--- src/rtl/cpu_sequencer.sv ---
// Multicycle FETCH/EXEC1/EXEC2 sequencer with memory-stall hold, halt detection and retire count.
// Optional stall-timeout fault is enabled by defining CPU_SEQ_STALL_TIMEOUT_EN.
module cpu_sequencer #(
  parameter int unsigned COUNT_W       = 32,
  parameter int unsigned STALL_TIMEOUT = 1024
) (
  input  logic               clk,
  input  logic               reset,
  input  logic               waitrequest_i,
  input  logic               ram_read_en_i,
  input  logic               ram_write_en_i,
  input  logic [31:0]        pc_next_i,
  output logic [1:0]         state_o,
  output logic               stall_o,
  output logic               active_o,
  output logic               halt_o,
  output logic               fault_o,
  output logic [COUNT_W-1:0] instr_count_o
);

  typedef enum logic [1:0] {
    FETCH = 2'd0,
    EXEC1 = 2'd1,
    EXEC2 = 2'd2,
    HALT  = 2'd3
  } state_t;

  state_t             state_q, state_d;
  logic               active_q, active_d;
  logic               halt_q, halt_d;
  logic               fault_q, fault_d;
  logic [COUNT_W-1:0] count_q, count_d;
  logic               mem_busy;
  logic               timeout;

  assign mem_busy = (ram_read_en_i | ram_write_en_i) & waitrequest_i;
  assign stall_o  = mem_busy & (state_q != HALT);

`ifdef CPU_SEQ_STALL_TIMEOUT_EN
  localparam int unsigned STALL_W = $clog2(STALL_TIMEOUT + 1);

  logic [STALL_W-1:0] stall_cnt_q, stall_cnt_d;

  // Timeout fires during the STALL_TIMEOUT-th consecutive stalled cycle.
  assign timeout     = stall_o & (stall_cnt_q == STALL_W'(STALL_TIMEOUT - 1));
  assign stall_cnt_d = stall_o ? stall_cnt_q + STALL_W'(1) : '0;

  always_ff @(posedge clk) begin
    if (reset) stall_cnt_q <= '0;
    else       stall_cnt_q <= stall_cnt_d;
  end
`else
  logic unused_timeout_c;

  assign timeout          = 1'b0;
  assign unused_timeout_c = ^32'(STALL_TIMEOUT);
`endif

  always_ff @(posedge clk) begin
    if (reset) begin
      state_q  <= FETCH;
      active_q <= 1'b1;
      halt_q   <= 1'b0;
      fault_q  <= 1'b0;
      count_q  <= '0;
    end else begin
      state_q  <= state_d;
      active_q <= active_d;
      halt_q   <= halt_d;
      fault_q  <= fault_d;
      count_q  <= count_d;
    end
  end

  always_comb begin
    state_d = state_q;
    halt_d  = 1'b0;
    fault_d = fault_q;
    count_d = count_q;

    unique case (state_q)
      FETCH: if (!mem_busy) state_d = EXEC1;
      EXEC1: if (!mem_busy) state_d = EXEC2;
      EXEC2: begin
        if (!mem_busy) begin
          if (count_q != '1) count_d = count_q + COUNT_W'(1);
          if (pc_next_i == 32'h0) begin
            state_d = HALT;
            halt_d  = 1'b1;
          end else begin
            state_d = FETCH;
          end
        end
      end
      HALT:    state_d = HALT;
      default: state_d = FETCH;
    endcase

    // A timeout can only occur while stalled, so no retire was taken above.
    if (timeout) begin
      state_d = HALT;
      halt_d  = 1'b1;
      fault_d = 1'b1;
    end

    active_d = (state_d != HALT);
  end

  assign state_o       = state_q;
  assign active_o      = active_q;
  assign halt_o        = halt_q;
  assign fault_o       = fault_q;
  assign instr_count_o = count_q;

endmodule
--- config.mk ---
export PLATFORM = sky130hd
export DESIGN_NAME = cpu_sequencer
export DESIGN_NICKNAME = d
export VERILOG_FILES = /design/src/rtl/cpu_sequencer.sv
export SDC_FILE = /design/constraint.sdc
export NUM_CORES = 1
export LEC_CHECK = 0
export ABC_AREA = 1
export CORE_MARGIN = 2
export CORE_UTILIZATION = 47
export DETAILED_ROUTE_END_ITERATION = 10
export HOLD_SLACK_MARGIN = 0.12
export PLACE_DENSITY = 0.8
export SLEW_MARGIN = 20
export SYNTH_ARGS = -nofsm -noshare
export SYNTH_HDL_FRONTEND = slang
export SYNTH_SLANG_ARGS = --single-unit
--- constraint.sdc ---
create_clock -name clk -period 1.8 [get_ports clk]
set_input_delay 0.36 -clock clk [delete_from_list [all_inputs] [get_ports clk]]
set_output_delay 0.36 -clock clk [all_outputs]
set_load 0.01 [all_outputs]
==> results.md <==
| Result | Value |
|:---|:---|
| Outcome | complete, no violations |
| Layout filler cell count | 435 |
| Commonest non-fill, non-tap cell in the layout | nand2_1 |
| Highest-count cells in the layout ignoring fill and taps | 156 x nand2_1, 75 x nor2_1, 72 x clkdlybuf4s50_1 |
| Clock Skews | 0.0123 ns |
| Number of clock sinks | 36 |
| Synthesized cell area | 0.00245 mm2 |
| Max H-tree Level | 2 |
| Critical path buffers and inverters | 2 |
| Placed Area | 0.00347 mm2 |
| Seq cells post-synth | 36 |
| Die width | 76.3 um |
| Highest ir drop seen on vdd | 416 uV |
| Layout overhead on the synthesized area | 49.1% |
| Remaining DRCs | 0 |
| Required time at the worst-slack endpoint | 2.03 ns |
| Master of the slowest instance on the critical path | dfxtp_2 |
| Number of top-level pins | 75 |
| Pre-antenna DRT Iters | 4 |
| Ratio of final minimum period to clock period | 0.950 |
| Final hold viol count | 0 |
| Total setup violations reported at the end of the flow | 0 |
| Number of library cell types mapped by synthesis | 28 |
| Number of nets in the layout | 546 |
| Area of the core region | 0.00507 mm2 |
| Fraction of final layout cells sized beyond drive strength 1 | 0.163 |
| First-pass GRT wire length | 12.4 mm |
| Average wire length per cell after detail routing | 12.3 um |
| Endpoint kind of the worst setup timing path | flop |
| Count of port buffers added during placement | 73 |
| GP Congestion | 0.966 |
| Global-route total usage across every layer | 0.255 |
| Routed Antenna Nets | 0 |
| Grt total ovfl | 0 |
| Number of antenna violations at the first check in global routing | 0 |
| Final hold slack | 0.525 ns |
| Startpoint types | flop |
| CTS tree | yes |
| Post-route design area | 0.00366 mm2 |
| Proportion of synthesized chip area in sequential cells | 0.294 |
| Type of the worst min-delay path | reg2reg |
| Maximum buffer depth of the clock tree | 2 |
| Overall routed net length | 7.10 mm |
| Max-cap check violation count | 0 |
| Leakage power figure | 1.39 nW |
| Clock-pin slew of the registers on the worst-case setup and hold paths | 0.08 ns |
| Ordered list of cells on the worst path | ha_2, nand2_1, nor2_4, nand2_4, nor2_8, nand2_4, nand2_8, buf_8, buf_12, nand2_1, a21oi_2 |
| DR vias/cell | 4.91 |
| Dominant delay contributor by cell family on the critical path | simple AND/OR/NAND/NOR gates |
| Highest clock rate | 585 MHz |
| Clock network latency to the later pin of the worst-skew pair | 0.30 ns |
| Number of cell rows | 26 |
| CTS Root Cell | clkbuf_8 |
| Inserted Clock Buffers | 5 |
| Critical path class | reg2reg |
| Gate count of the mapped netlist | 400 |
| Largest fanout on the critical path | 8 |
| Number of warnings reported in the yosys synthesis log | 0 |
| Largest net degree at the start of global routing | 26 |
| Crit path largest cell delay | 0.34 ns |
| Number of DRC markers in iteration 0 | 221 |
| Diode insertion count for antenna repair | 0 |
| Power per cell area | 476 mW/mm2 |
| Starting Density | 0.483 |
| Clock period minus final worst setup slack | 1.71 ns |
| Area of the die | 0.00581 mm2 |
| Crit path arrival time | 1.94 ns |
| Average instance area after synthesis | 6.13 um2 |
| Synth Net Count | 438 |
| Count of hold-fix buffers inserted at cts | 0 |
| Die Y-Extent | 76.3 um |
| Power consumption | 0.00174 W |
| Count of vias placed by the detailed router | 2840 |
| Via count of the first global-routing pass | 2782 |
| Number of pins exceeding their max-slew limit in the final report | 0 |
| Half-perimeter wire length after placement | 5.52 mm |
==> routing by layer <==
layer	GRT usage	part of all wire	vias to the layer above
li1	-	-	1450
met1	0.321	0.44	1287
met2	0.434	0.48	85
met3	0.0415	0.061	18
met4	0.102	0.022	0
met5	0	0	-
==> cells in the mapped netlist, drive strengths merged <==
master	instances	area [um2]
nand2	160	634
nor2	84	357
dfxtp	36	721
inv	34	130
a21oi	27	210
nand3	14	70.1
xor2	10	87.6
nand4	9	56.3
buf	6	60.1
o21ai	5	25.0
xnor2	5	43.8
clkbuf	3	11.3
nor3	2	10.0
and3	1	6.26
conb	1	3.75
ha	1	12.5
nor3b	1	7.51
o21bai	1	7.51
==> worst paths after layout <==
| check | cells past startpoint | startpoint | to | slack, ns |
|---|---|---|---|---|
| max | 11 | instr_count_o[0]$_SDFFE_PP0P_ | instr_count_o[25]$_SDFFE_PP0P_ | 0.09 |
| min | 2 | instr_count_o[31]$_SDFFE_PP0P_ | instr_count_o[31]$_SDFFE_PP0P_ | 0.52 |
| max reg2reg | 11 | instr_count_o[0]$_SDFFE_PP0P_ | instr_count_o[25]$_SDFFE_PP0P_ | 0.09 |
| min reg2reg | 2 | instr_count_o[31]$_SDFFE_PP0P_ | instr_count_o[31]$_SDFFE_PP0P_ | 0.52 |
==> cell type report <==
class                           instances  area, um2  share of cell area
Clock buffer                            6       72.6              0.0198
Clock inverter                          2       35.0             0.00958
Inverter                               34        133              0.0363
Multi-Input combinational cell        321       1550               0.423
Sequential cell                        36        723               0.198
Tap cell                               70       87.6              0.0239
Timing Repair Buffer                  110       1060               0.290
==> worst reg2reg max path: stages (launching register included) <==
cell and delay (ns):
dfxtp_2 0.34, ha_2 0.18, nand2_1 0.09, nor2_4 0.21
nand2_4 0.11, nor2_8 0.13, nand2_4 0.08, nand2_8 0.09
buf_8 0.12, buf_12 0.11, nand2_1 0.06, a21oi_2 0.13
==> power breakdown <==
part | switching, W | total (W) | internal (W)
Clock | 0.000310 | 0.000721 | 0.000412
Sequential | 0.00000736 | 0.000810 | 0.000803
Combinational | 0.0000837 | 0.000208 | 0.000125
Total | 0.000401 | 0.00174 | 0.00134
==> kinds of logic after synthesis <==
family / synth area share
xor+xnor: 0.0535
simple gates: 0.465
other cells: 0.00153
buf+inv: 0.0821
compound gates: 0.0989
flops: 0.294
fa+ha+maj: 0.00510
==> stage by stage <==
step / util / setup WS, ns / TNS, ns / instances
6_report: 0.721 / 0.0899 / 0 / 579
4_1_cts: 0.704 / 0.0590 / 0 / 574
2_1_floorplan: - / 0.0828 / 0 / 400
3_5_place_dp: 0.683 / -0.162 / -3.92 / 566
3_3_place_gp: 0.683 / -0.145 / -3.14 / 566
5_1_grt: 0.721 / -0.0158 / -0.0891 / 579
==> repair_timing <==
action                                  in CTS  in global routing
gates resized for setup                      1                 12
pin swaps                                    0                  3
setup buffers                                0                  5
endpoints found under the setup margin       1                 13
==> flip-flops by register name, indices dropped and copies added (netlist names) <==
signal / flops
instr_count_o: 32
active_o: 1
state_o: 2
halt_o: 1
Power figures use the tool's default switching activity.
